**config.mk**
```make
export PLATFORM = sky130hd
export DESIGN_NAME = if_id_fetch_stage
export DESIGN_NICKNAME = d
export VERILOG_FILES = /design/src/rtl/mips_pkg.sv /design/src/rtl/pc_reg.sv /design/src/rtl/if_id_fetch_stage.sv
export SDC_FILE = /design/constraint.sdc
export NUM_CORES = 1
export LEC_CHECK = 0
export CORE_UTILIZATION = 40
export DETAILED_ROUTE_END_ITERATION = 6
export PLACE_DENSITY = 0.9
export SYNTH_ARGS = -nofsm -noshare
export SYNTH_HDL_FRONTEND = slang
export SYNTH_SLANG_ARGS = --single-unit
```
**constraint.sdc**
```tcl
create_clock -name clk -period 2.3 [get_ports clk]
set_clock_uncertainty 0.1 [all_clocks]
set_input_delay 0.46 -clock clk [delete_from_list [all_inputs] [get_ports clk]]
set_output_delay 0.46 -clock clk [all_outputs]
set_load 0.005 [all_outputs]
```
**src/rtl/mips_pkg.sv**
```systemverilog
// Shared constants for the MIPS core: reset values, bubble word and instruction field layout.
package mips_pkg;

   localparam int unsigned INSTR_W   = 32;
   localparam int unsigned OPC_W     = 6;
   localparam int unsigned REG_W     = 5;
   localparam int unsigned SHAMT_W   = 5;
   localparam int unsigned FUNCT_W   = 6;
   localparam int unsigned IMM_W     = 16;

   localparam int unsigned OPC_MSB   = 31;
   localparam int unsigned RS_MSB    = 25;
   localparam int unsigned RT_MSB    = 20;
   localparam int unsigned RD_MSB    = 15;
   localparam int unsigned SHAMT_MSB = 10;

   localparam logic [INSTR_W-1:0] DEFAULT_RESET_PC = 32'h0000_0000;
   // sll $0,$0,0
   localparam logic [INSTR_W-1:0] DEFAULT_NOP_WORD = 32'h0000_0000;

endpackage : mips_pkg

```
**src/rtl/pc_reg.sv**
```systemverilog
// Program counter: async-reset register with hold enable and redirect/sequential next-PC mux.
module pc_reg
   import mips_pkg::*;
#(
   parameter logic [INSTR_W-1:0] RESET_PC = DEFAULT_RESET_PC
) (
   input  logic               clk,
   input  logic               rst_n,
   input  logic               en,
   input  logic               redirect,
   input  logic [INSTR_W-1:0] redirect_pc,
   output logic [INSTR_W-1:0] pc,
   output logic [INSTR_W-1:0] pc_plus4_c
);

   logic [INSTR_W-1:0] pc_q;
   logic [INSTR_W-1:0] pc_d;

   // Sequential increment wraps naturally at 32 bits.
   assign pc_plus4_c = pc_q + INSTR_W'(4);

   always_comb begin
      pc_d = pc_q;
      if (en) begin
         pc_d = redirect ? redirect_pc : pc_plus4_c;
      end
   end

   always_ff @(posedge clk or negedge rst_n) begin
      if (!rst_n) begin
         pc_q <= RESET_PC;
      end else begin
         pc_q <= pc_d;
      end
   end

   assign pc = pc_q;

endmodule : pc_reg

```
**src/rtl/if_id_fetch_stage.sv**
```systemverilog
// Instruction fetch stage and IF/ID pipeline register with stall, redirect/flush and fetch counter.
module if_id_fetch_stage
   import mips_pkg::*;
#(
   parameter logic [INSTR_W-1:0] RESET_PC = DEFAULT_RESET_PC,
   parameter logic [INSTR_W-1:0] NOP_WORD = DEFAULT_NOP_WORD
) (
   input  logic               clk,
   input  logic               rst_n,
   input  logic               stall,
   input  logic               redirect,
   input  logic [INSTR_W-1:0] redirect_pc,
   output logic [INSTR_W-1:0] imem_addr,
   input  logic [INSTR_W-1:0] imem_rdata,
   output logic [INSTR_W-1:0] pc,
   output logic [INSTR_W-1:0] if_id_pc4,
   output logic [INSTR_W-1:0] if_id_instr,
   output logic               if_id_valid,
   output logic [OPC_W-1:0]   id_opcode,
   output logic [REG_W-1:0]   id_rs,
   output logic [REG_W-1:0]   id_rt,
   output logic [REG_W-1:0]   id_rd,
   output logic [SHAMT_W-1:0] id_shamt,
   output logic [FUNCT_W-1:0] id_funct,
   output logic [IMM_W-1:0]   id_imm,
   output logic [31:0]        fetch_count
);

   logic [INSTR_W-1:0] pc_plus4_c;
   logic               pc_en_c;

   logic [INSTR_W-1:0] if_id_instr_q, if_id_instr_d;
   logic [INSTR_W-1:0] if_id_pc4_q,   if_id_pc4_d;
   logic               if_id_valid_q, if_id_valid_d;
   logic [31:0]        fetch_count_q, fetch_count_d;

   // Redirect must move the PC even while the hazard unit is stalling.
   assign pc_en_c = ~stall | redirect;

   pc_reg #(
      .RESET_PC (RESET_PC)
   ) u_pc_reg (
      .clk         (clk),
      .rst_n       (rst_n),
      .en          (pc_en_c),
      .redirect    (redirect),
      .redirect_pc (redirect_pc),
      .pc          (pc),
      .pc_plus4_c  (pc_plus4_c)
   );

   assign imem_addr = pc;

   // Priority: redirect squashes (SQUASH), then stall holds (HOLD), else advance (RUN).
   always_comb begin
      if_id_instr_d = if_id_instr_q;
      if_id_pc4_d   = if_id_pc4_q;
      if_id_valid_d = if_id_valid_q;
      fetch_count_d = fetch_count_q;
      if (redirect) begin
         if_id_instr_d = NOP_WORD;
         if_id_valid_d = 1'b0;
      end else if (!stall) begin
         if_id_instr_d = imem_rdata;
         if_id_pc4_d   = pc_plus4_c;
         if_id_valid_d = 1'b1;
         fetch_count_d = fetch_count_q + 32'd1;
      end
   end

   always_ff @(posedge clk or negedge rst_n) begin
      if (!rst_n) begin
         if_id_instr_q <= NOP_WORD;
         if_id_pc4_q   <= '0;
         if_id_valid_q <= 1'b0;
         fetch_count_q <= '0;
      end else begin
         if_id_instr_q <= if_id_instr_d;
         if_id_pc4_q   <= if_id_pc4_d;
         if_id_valid_q <= if_id_valid_d;
         fetch_count_q <= fetch_count_d;
      end
   end

   assign if_id_instr = if_id_instr_q;
   assign if_id_pc4   = if_id_pc4_q;
   assign if_id_valid = if_id_valid_q;
   assign fetch_count = fetch_count_q;

   // ID sees the decoded fields in the same cycle IF/ID updates.
   assign id_opcode = if_id_instr_q[OPC_MSB   -: OPC_W];
   assign id_rs     = if_id_instr_q[RS_MSB    -: REG_W];
   assign id_rt     = if_id_instr_q[RT_MSB    -: REG_W];
   assign id_rd     = if_id_instr_q[RD_MSB    -: REG_W];
   assign id_shamt  = if_id_instr_q[SHAMT_MSB -: SHAMT_W];
   assign id_funct  = if_id_instr_q[FUNCT_W-1:0];
   assign id_imm    = if_id_instr_q[IMM_W-1:0];

endmodule : if_id_fetch_stage

```
# Yosys cells after proc, flatten, opt, wreduce, memory -nomap -nowiden
# Index checks and enable logic that the tools add are counted.
op_classes:
  addsub: 2
  n_mul: 0
  n_div: 0
  order_cmp: 0
  n_eq_ne: 1
  n_shift: 0
  muxes: 5
  bitwise_logic: 3
  n_reduce_logical: 1
ops:
  columns: ["operator", "n"]
  rows:
  - ["32-bit two-way mux", 3]
  - ["32-bit by 1-bit adder with 32-bit output (second input constant)", 1]
  - ["32-bit by 3-bit adder with 32-bit output (second input constant)", 1]
  - ["1-bit two-way mux", 2]
  - ["2-bit by 1-bit != test with 1-bit output (second input constant)", 1]
  - ["1-bit NOT", 2]
  - ["2-bit AND reduction", 1]
  - ["1-bit bitwise OR", 1]
totals:
  regBits: 129
  latch_bits: 0
  ramBits: 0
  rom_bits: 0
  wordCells: 17
  memories: 0

# Longest topological paths before layout
# Gate-level depths: netlist of the first run.
depth:
  depth_word: 2
  depth_mapped: 7

# By module
# Synthesis of the first run repeated with hierarchy kept, for this count alone.
hier_totals:
  cells_unflattened: 685
  hier_area_um2: 6982.9
modules_own_cells:
  columns: ["mod", "n_inst", "cells_each", "area_per_inst_um2", "seq_area_each_um2"]
  rows:
  - ["if_id_fetch_stage", 1, 384, 4563.1, 2427.3]
  - ["pc_reg", 1, 301, 2419.8, 800.8]

# Worst setup path after synthesis of the first run
# No wires, ideal clock.
synth_path:
  kind: "register to register"
  from: "register u_pc_reg.pc_q[2], in the netlist u_pc_reg.pc[2]"
  to: "register if_id_pc4_q[24], in the netlist if_id_pc4[24]"
  setup_ps: 82
  arrival_time_ps: 2069
  required_ps: 2118
  path_slack_ps: 49
  path_stages_with_launch: 7
  n_path_buf: 1
  period_less_slack_ps: 2251
  cell_sequence: "dfrtp_1 > ha_1 > nand3_2 > or4_4 > buf_2 > or3_1 > a31oi_1"
synth_via:
  elab_chain_len: 1
synth_rtl:
  columns: ["element", "line_no", "text"]
  rows:
  - ["start: declaration", "pc_reg.sv:16", "logic [INSTR_W-1:0] pc_q;"]
  - ["start signal: assignment", "pc_reg.sv:33", "pc_q <= pc_d;"]
  - ["32-bit by 3-bit adder with 32-bit output", "pc_reg.sv:20", "assign pc_plus4_c = pc_q + INSTR_W'(4);"]
  - ["end signal: assignment", "if_id_fetch_stage.sv:79", "if_id_pc4_q <= if_id_pc4_d;"]
  - ["end: declaration", "if_id_fetch_stage.sv:33", "logic [INSTR_W-1:0] if_id_pc4_q, if_id_pc4_d;"]
# Every way passes these cells.
# A chain may end at the register's enable or synchronous reset.

# Final worst setup path of the first run
layout_path:
  from: "register u_pc_reg.pc_q[18], in the netlist u_pc_reg.pc[18]"
  to: "output imem_addr[18]"
layout_lines:
  columns: ["element", "line_no", "text"]
  rows:
  - ["end: declaration", "if_id_fetch_stage.sv:13", "output logic [INSTR_W-1:0] imem_addr,"]
# No word-level cell between the ends.

==> impl_metrics.py, run 1 <==
metrics = {
    "hold_path": {
        "hold_path_class": "flop to flop",
        "hold_path_depth": 2,
        "hp-start": "if_id_pc4[6]",
        "whs_endpoint": "if_id_pc4[6]",
    },
    "clock_tree": {
        "htreeDepth": 4,
        "cts_tree": "done",
        "numCtsBuffers": 17,
        "cts.clk_slew.worst_paths_ps": 60,
        "cts_root_buffer": "clkbuf_16",
        "clock_latency_ps": 430,
        "cts_max_path_buffers": 2,
        "cts.sinks": 129,
    },
    "logic_synthesis": {
        "syn_inst": 720,
        "synth.area.top_cells": "dfrtp_1, buf_4, xnor2_1",
        "async_reset_ff_frac": 1.00,
        "yosys.area.top_type": "dfrtp_1",
        "ys_seq_elements": 129,
        "syn_avg_cell_area_sq_um": 9.59,
        "synth.area.mux_share": 0.0525,
        "synthAdderAreaFrac": 0.00362,
        "synthesis.nets": 790,
        "synth_xor_area_frac": 0.0723,
        "synth_area_sq_um": 6910,
        "synthSimpleGateAreaFrac": 0.206,
        "yosysSeqAreaShare": 0.467,
        "yosysWarnings": 0,
        "synth_enable_flop_cells": 0,
        "synth_top_family_by_area": "simple AND/OR/NAND/NOR gates",
        "synth-main-ff-cell": "dfrtp_1",
        "synth.distinct_cells": 47,
        "synth-compound-area-share": 0.0768,
        "synthDominantCellAreaShare": 0.467,
    },
    "floorplanning": {
        "num_io_pins": 277,
        "dieArea_sq_um": 17800,
        "die_w_microns": 133,
        "initial_core_util": 0.414,
        "num_rows": 47,
        "die_h_microns": 133,
        "core_area_sq_um": 16700,
    },
    "setup_path": {
        "r2r_cells": 4,
        "r2r-start": "u_pc_reg.pc[9]",
        "cp-start-kind": "flop",
        "criticalPathCategory": "flop to primary output",
        "path_buf_inv": 2,
        "cp_max_fo": 7,
        "reg2reg_slack_ps": 150,
        "cp-end-kind": "primary output",
        "critical_path_arrival_ps": 1640,
        "r2r_end": "if_id_pc4[23]",
        "path_cells": "buf_4 > clkdlybuf4s50_1",
        "slowest_stage": "dfrtp_1",
        "crit_family": "buffers and inverters",
        "max_stage_delay_ps": 530,
        "cp.required_ps": 1740,
    },
    "cells_and_area": {
        "drive_above_1_share": 0.0984,
        "fin_cells": 1165,
        "multi_input_area_sq_um": 2850,
        "regArea_sq_um": 3230,
        "antenna_cells": 0,
        "synthToLayoutAreaGrowth_pct": 47.7,
        "nets": 1002,
        "fillers": 1379,
    },
    "sta": {
        "finalSetupTns_ps": 0,
        "slew_headroom": 0.559,
        "tightest_slew_ps": 655,
        "final.min_clock_period_ps": 2200,
        "timing.final.crit_share": 0.955,
        "drv_slew": 0,
        "setup_viol": 0,
        "rsz0062_at_grt": "no",
        "fmax_ghz": 0.455,
        "hold_violations": 0,
    },
    "run_status": {
        "status": "finished clean",
    },
    "power_and_ir_drop": {
        "ir_drop_mv": 0.773,
        "power_uw": 7490,
        "cellLeakagePower_uw": 0.00419,
        "powerDensity_nw_per_um2": 734,
    },
    "place": {
        "dp_hpwl_microns": 15300,
        "placedCellCount": 1132,
        "portBuffers": 276,
        "gp_congestion": 0.852,
    },
    "global_route": {
        "track_usage": 0.241,
        "grt_overflow_total": 0,
        "grt_max_degree": 57,
        "grt_pass1_vias": 6003,
        "antenna_found_initial": 0,
        "grt_pass1_wl_microns": 33000,
    },
    "detailed_routing": {
        "via_per_inst": 5.37,
        "remaining_drc_errors": 0,
        "drt_iter0_drc": 485,
        "wl_per_cell_microns": 18.2,
        "drtAntennaViolNets": 0,
        "drt_wl_total_microns": 21200,
        "num_vias": 6258,
        "dr.pass1.iters": 5,
    },
    "job": {
        "maxCapViolations": 0,
    },
}
==> cell type report <==
cell class | count | area share
flip-flops and latches | 129 | 0.316
repair buffers | 319 | 0.304
multi-input cells | 455 | 0.279
clock buffers | 19 | 0.0444
well taps | 220 | 0.0270
clock inverters | 13 | 0.0251
inverters | 10 | 0.00368
==> synthesized netlist by cell type (4+ instances only) <==
| master | instances |
|---|---|
| or4_1 | 16 |
| and4_1 | 5 |
| nand3_1 | 20 |
| nor3_1 | 13 |
| buf_4 | 82 |
| nor2_1 | 74 |
| o21ai_0 | 37 |
| nor4_1 | 11 |
| or2_2 | 4 |
| buf_2 | 10 |
| o31ai_1 | 11 |
| a31oi_1 | 24 |
| xor2_1 | 16 |
| inv_1 | 9 |
| mux2i_1 | 34 |
| clkbuf_1 | 31 |
| xnor2_1 | 41 |
| dfrtp_1 | 129 |
| nand4_1 | 23 |
| nor2b_1 | 4 |
| or3_1 | 12 |
| nand2_1 | 70 |
==> how the worst max path moves through the flow <==
stage                         start  slack [ps]               to  cells past startpoint
detailed placement            stall         170  u_pc_reg.pc[24]                      5
floorplan            u_pc_reg.pc[2]          50    if_id_pc4[24]                      6
CTS                  u_pc_reg.pc[4]         100     imem_addr[4]                      2
global placement              stall         240  u_pc_reg.pc[20]                      5
global route         u_pc_reg.pc[9]          30    if_id_pc4[23]                      4
finish              u_pc_reg.pc[18]         100    imem_addr[18]                      2
==> placed cells by master (no fill, tap or decap), drive strengths merged, types with 3 or more instances in the layout <==
cell type and count:
nand2 70, nor3 13, o31ai 11, o41ai 3
and4 5, or3 12, dfrtp 129, xor2 16
nand4 25, and3 3, nor2b 4, bufinv 7
nor2 74, mux2i 34, clkinv 5, or2 4
nor4 12, nand4b 3, buf 45, o21ai 37
and2 3, clkbuf 19, a22oi 3, or4 19
a31oi 24, o311ai 3, xnor2 41, nand3 21
clkdlybuf4s50 273, inv 9
==> layer usage <==
layer  routed length (microns)  up-vias  track usage
met3                      1570       44       0.0594
met5                         0        -            0
met2                     10500      283        0.386
li1                          -     2861            -
met4                       454        0       0.0991
met1                      8690     3070        0.312
==> worst reg2reg max path: stages (launching register included) <==
cell	delay, ps
dfrtp_1	470
nand4_4	180
or3_1	600
or4_1	540
a31oi_1	180
==> timing repair <==
| item | CTS | global route |
|---|---|---|
| hold buffers | 1 | 0 |
| resized for setup | 0 | 1 |
| hold endpoints to repair | 35 | 0 |
| setup buffers | 0 | 0 |
| endpoints found under the setup margin | 0 | 1 |
==> per-stage QoR <==
step / util / hold slack [ps] / cell area, sq um / setup slack [ps]
final: 0.611 / 366 / 10200 / 104
after global routing: 0.611 / 404 / 10200 / 31.4
after CTS: 0.611 / 370 / 10200 / 104
after detailed placement: 0.568 / 289 / 9480 / 175
after global placement: 0.568 / 290 / 9480 / 245
after floorplan: - / 64.4 / 6910 / 48.7
==> kinds of logic after synthesis <==
kind of cell / count (synthesis)
and+or+nand+nor: 274
DFF: 129
buffers and inverters: 136
muxes: 36
AOI/OAI and AO/OA: 86
adders and majority gates: 2
xor gates and xnor gates: 57
==> power breakdown <==
part | internal (uW) | switching [uW] | total (uW)
clock | 2200 | 1030 | 3230
sequential | 2490 | 255 | 2750
combinational | 906 | 607 | 1510
total | 5600 | 1890 | 7490
(Power assumes the default switching activity.)
==> run 2, diff against run 1 <==
- CORE_UTILIZATION: 40 -> 41
- CTS_BUF_LIST: not set -> sky130_fd_sc_hd__clkbuf_8
- GPL_ROUTABILITY_DRIVEN: not set -> 0
- PLACE_DENSITY: 0.9 -> 0.92
==> run 2 against run 1 <==
Effect of this change: global-route usage decreased by 0.33 points; wire length decreased by 4.0%; clock-buffer cell count increased by 1; core utilization decreased by 1.3 points; sequential cell count unchanged; largest power group is now sequential cells.
==> impl_metrics.py, run 2 (synthesized netlist as in run 1, its figures left out) <==
metrics = {
    "cells_and_area": {
        "regArea_sq_um": 3230,
        "multi_input_area_sq_um": 2840,
        "layout_common_cells": "clkdlybuf4s50_1, dfrtp_1, nor2_1",
        "final_common_cell": "clkdlybuf4s50_1",
        "synthToLayoutAreaGrowth_pct": 43.0,
        "nets": 999,
        "drive_above_1_share": 0.0935,
        "design_area_sq_um": 9880,
        "antenna_cells": 0,
        "fillers": 1320,
        "final_core_util": 0.598,
    },
    "detailed_routing": {
        "drt_wl_total_microns": 20400,
        "drtAntennaViolNets": 0,
        "via_per_inst": 5.36,
        "wl_per_cell_microns": 17.5,
        "dr.pass1.iters": 5,
        "drt_iter0_drc": 527,
        "remaining_drc_errors": 0,
        "num_vias": 6227,
    },
    "sta": {
        "finalSetupTns_ps": 0,
        "tightest_slew_ps": 635,
        "drv_slew": 0,
        "setup_viol": 0,
        "hold_violations": 0,
        "rsz0062_at_grt": "no",
        "fmax_ghz": 0.457,
        "timing.final.crit_share": 0.951,
        "slew_headroom": 0.573,
        "final.min_clock_period_ps": 2190,
        "fin_ws_ps": 113,
    },
    "floorplanning": {
        "dieArea_sq_um": 17400,
        "die_w_microns": 132,
        "die_h_microns": 132,
        "initial_core_util": 0.418,
        "num_io_pins": 277,
        "core_area_sq_um": 16500,
        "num_rows": 47,
    },
    "place": {
        "portBuffers": 276,
        "pre_cts_slack_ps": 108,
        "dp_hpwl_microns": 15300,
        "placed_area_sq_um": 9460,
    },
    "job": {
        "maxCapViolations": 0,
    },
    "clock_tree": {
        "cts.clk_slew.worst_paths_ps": 80,
        "clock_latency_ps": 450,
        "cts_root_buffer": "clkbuf_8",
        "numCtsBuffers": 17,
        "cts_max_path_buffers": 2,
        "htreeDepth": 4,
        "cts.sinks": 129,
        "cts_tree": "done",
    },
    "power_and_ir_drop": {
        "powerDensity_nw_per_um2": 636,
        "ir_drop_mv": 0.525,
        "power_uw": 6280,
        "cellLeakagePower_uw": 0.00405,
    },
    "setup_path": {
        "criticalPathCategory": "flop to primary output",
        "cp-end-kind": "primary output",
        "cp_max_fo": 5,
        "critical_path_arrival_ps": 1630,
        "cp-start-kind": "flop",
        "cp.required_ps": 1740,
    },
    "global_route": {
        "grt_use_met1": 0.303,
        "grt_pass1_vias": 5971,
        "grt_pass1_wl_microns": 32200,
        "use_met2": 0.402,
        "met3_usage": 0.0461,
        "antenna_found_initial": 0,
        "grt_overflow_total": 0,
        "track_usage": 0.238,
        "globalRoute.busiestLayer": "met2",
        "grt_max_degree": 60,
    },
    "hold_path": {
        "hold_path_class": "input pin to flop",
    },
    "run_status": {
        "status": "finished clean",
    },
}
## run 2: path summary, 6_finish.rpt
| kind | start | endpoint | slack, ps | cells past startpoint |
|---|---|---|---|---|
| hold reg to reg | fetch_count[31] | fetch_count[31] | 370 | 1 |
| min in group asynchronous | rst_n | fetch_count[27] | 470 | 2 |
| setup reg to reg | u_pc_reg.pc[21] | u_pc_reg.pc[29] | 130 | 4 |
| hold / removal | stall | u_pc_reg.pc[25] | 360 | 3 |
| max in group asynchronous | rst_n | if_id_instr[7] | 1010 | 3 |
| setup / recovery | u_pc_reg.pc[4] | pc[4] | 110 | 2 |
## run 2: per-stage QoR
stage               hold slack [ps]  instances
finish                          363       1161
global route                    352       1161
CTS                             340       1161
floorplan                      64.4        720
detailed placement              367       1129
global placement                359       1129
## run 2: layout make-up
cell class	instances	share of cell area
inverter	10	0.00380
sequential	129	0.327
tap	220	0.0279
multi-input combinational	455	0.288
timing repair buffer	316	0.312
clock inverter	11	0.0139
clock buffer	20	0.0279
## run 2: where the power goes
part	leakage, uW	switching [uW]	internal, uW
clock network	0.000212	886	1140
registers	0.00162	261	2490
logic	0.00222	600	903
total	0.00405	1750	4530
## run 2: worst max-delay path, cell delays in order, from the launching register on
cell	delay, ps
dfrtp_1	450
buf_4	210
clkdlybuf4s50_1	510
## run 2: what timing repair did
| action | CTS | global route |
|---|---|---|
| resized for setup | 0 | 1 |
| endpoints found under the setup margin | 0 | 1 |
| endpoints found under the hold margin | 56 | 0 |
| hold buffers | 1 | 0 |
| setup buffers | 0 | 0 |
## run 2: layer usage
metal	wire (microns)	vias up
li1	-	2853
met1	8440	3065
met5	0	-
met4	444	0
met3	1230	30
met2	10200	279
==> run 3, diff against run 2 <==
- CTS_CLUSTER_SIZE: not set -> 30
==> results of run 3 <==
Same layout as run 2: the final DEF is identical, and so are final timing and power.
==> RTL edit: new RTL, settings of run 1 <==
`FUNCT_W`: 6 -> 3.
--- a/src/rtl/mips_pkg.sv
+++ b/src/rtl/mips_pkg.sv
@@ -5,7 +5,7 @@
    localparam int unsigned OPC_W     = 6;
    localparam int unsigned REG_W     = 5;
    localparam int unsigned SHAMT_W   = 5;
-   localparam int unsigned FUNCT_W   = 6;
+   localparam int unsigned FUNCT_W   = 3;
    localparam int unsigned IMM_W     = 16;
 
    localparam int unsigned OPC_MSB   = 31;
Interface: changed (resized id_funct); port bits go from 277 to 274. No check against the original RTL was run, so the function may have changed too.
==> RTL edit against run 1 <==
  * Sequential cell count unchanged
  * Clock power shrank 19%
  * Critical path depth up 2
  * Synthesized area decreased by 0.33%
  * Power down 8.3%
  * Sequential power hardly changed
  * Largest power group is now registers
  * Sequential share of layout area rose by 0.52 points
  * Design area shrank 1.6%
  * Final cell count is essentially flat
  * Worst setup slack improved by 0.039 ns
  * Routed wire length down 3.1%
==> RTL edit: results (changes against run 1) <==
** Run status
- Result of the run: finished clean (unchanged).

** Pwr
- Fraction of power spent switching nets :: 27.1% (was 25.2%)
- The static leakage is 0.00412 uW (was 0.00419 uW).
- Worst-case vdd ir drop :: 0.523 mV (was 0.773 mV)

** Clock network
- Hold buffer count at cts :: 1 (unchanged)
- The count of cells resized by post-cts repair is 0 (unchanged).
- The number of levels the H-tree was split into came to 4 (unchanged).
- Skew-Pair Late Insertion Delay :: 0.42 ns
- Clock Root Buffer :: clkbuf_16 (unchanged)
- Clock edge transition at the registers on the reported setup and hold paths :: 0.06 ns (about the same)
- The number of buffers added for setup after CTS is 0 (unchanged).
- CTS max path bufs :: 2 (unchanged)
- Number of buffers added by the clock tree synthesis step :: 17 (unchanged)

** Logic synthesis
- The total of warnings raised by yosys is 0 (unchanged).
- Area fraction in compound gates after synthesis :: 7.71% (was 7.68%)
- Proportion of synthesized chip area in sequential cells :: 46.9% (was 46.7%)
- Synth cell count leaders: dfrtp_1 (129), buf_4 (79), nor2_1 (74) (was dfrtp_1 (129), buf_4 (82), nor2_1 (74)).
- The portion of netlist area occupied by mux cells came to 5.27% (was 5.25%).
- Synth async-reset ratio :: 100% (unchanged)
- Synth unique cells :: 47 (unchanged)
- The synthesized-area fraction occupied by xor and xnor cells was 7.25% (was 7.23%).
- The post-synthesis share of cell area spent on full adders, half adders and majority gates is 0.364% (was 0.362%).
- Largest cells by area after synthesis: dfrtp_1 (47%), buf_4 (8.6%), xnor2_1 (5.2%) (was dfrtp_1 (47%), buf_4 (8.9%), xnor2_1 (5.2%)).
- Synthesized net count :: 787 (was 790)

** Finish
- The antenna cell count is 0 (unchanged).
- The final layout net count was 1,001 (was 1,002).
- Layout cells sized above 1 :: 9.64% (was 9.84%)

** STA
- Slew at the pin closest to its max-slew limit :: 0.705 ns (was 0.655 ns)
- The post-layout minimum cycle time was 2.16 ns (was 2.20 ns).
- The worst hold slack across all endpoints came to 0.303 ns (was 0.366 ns).

** Route
- The via count normalized by instance count came to 5.30 (was 5.37).
- The iteration-0 DRC count of the detailed router was 365 (was 485).
- The total iterations of the first detailed-routing run was 5 (unchanged).
- The mean routed wirelength per cell was 17.6 um (was 18.2 um).

** Global route
- The via count of the first global-routing pass came to 5,898 (was 6,003).
- The initial antenna violation count was 0 (unchanged).
- The first-pass GRT wire length came to 31,800 um (was 33,000 um).
- The overall routing resource usage came to 23.4% (was 24.1%).
- The pin count of the biggest net entering global routing is 57 (unchanged).

** Critical path
- Worst-case register-to-register setup slack :: 0.14 ns
- The maximum net fanout on the critical path came to 13 (was 7).
- Critical path data arrival time :: 2.40 ns (was 1.64 ns)

** Place
- DPL Wire Length :: 15,000 um (was 15,300 um)
- The setup slack at placement came to 0.151 ns (was 0.175 ns).
- The placed instance area is 9460 um^2 (was 9480 um^2).
- The number of buffers added on ports is 273 (was 276).
- The final weighted congestion in routability-driven placement was 0.883 (was 0.852).

** Worst hold path
- The path class of the lowest-slack min-delay path is input pin to register (was register to register).
RTL edit: cell types whose count changed after synthesis, sizes merged:
cell / change
buf: -3
RTL edit: stage by stage:
stage | instances | total power (uW)
floorplan | 717 | 3350
global placement | 1131 | 4250
detailed placement | 1131 | 4290
CTS | 1164 | 6910
global route | 1164 | 7150
finish | 1164 | 6870
RTL edit: area by class of cell:
type / count / area, um^2
flip-flops and latches: 129 / 3230
clock inverters: 11 / 114
inverters: 10 / 37.5
clock buffers: 21 / 450
repair buffers: 318 / 3090
fillers: 1361 / 6660
well taps: 220 / 275
multi-input cells: 455 / 2840
RTL edit: worst max-delay path, cell delays in order (launching register included):
cell	delay, ns
dfrtp_1	0.47
nand4_4	0.20
or3_1	0.60
or4_1	0.53
a31oi_1	0.17
RTL edit: final timing paths:
check / cells past startpoint / to / startpoint
worst max-delay path: 4 / if_id_pc4[23]$_DFFE_PN0P_ / u_pc_reg.pc[9]$_DFFE_PN0N_
worst min-delay path: 2 / u_pc_reg.pc[0]$_DFFE_PN0P_ / redirect
worst max register to register: 4 / if_id_pc4[23]$_DFFE_PN0P_ / u_pc_reg.pc[9]$_DFFE_PN0N_
worst min register to register: 2 / if_id_pc4[6]$_DFFE_PN0P_ / if_id_pc4[6]$_DFFE_PN0P_
max in group asynchronous: 3 / u_pc_reg.pc[31]$_DFFE_PN0N_ / rst_n
min in group asynchronous: 2 / fetch_count[8]$_DFFE_PN0P_ / rst_n
RTL edit: per-layer routing:
| layer | global-route usage [%] | wire length, um | vias to the layer above |
|---|---|---|---|
| met3 | 6.58 | 1370 | 43 |
| met1 | 29.5 | 8690 | 2996 |
| met2 | 37.8 | 9900 | 271 |
| met5 | 0 | 0 | - |
| li1 | - | - | 2862 |
| met4 | 9.34 | 581 | 0 |
RTL edit: cells by family (layout without fill, tap and decap cells):
group / Yosys count / after routing
and+or+nand+nor: 274 / 274
AOI/OAI and AO/OA: 86 / 86
muxes: 36 / 36
xor gates and xnor gates: 57 / 57
adders and majority gates: 2 / 2
DFF: 129 / 129
buffers and inverters: 133 / 360
RTL edit: power by group through the flow:
stage | Sequential [uW] | Combinational [uW] | Clock [uW]
after floorplan | 2750 | 600 | 0
after global placement | 2770 | 1480 | 0
after detailed placement | 2780 | 1510 | 0
after CTS | 2740 | 1520 | 2640
after global routing | 2770 | 1630 | 2750
final | 2750 | 1510 | 2610
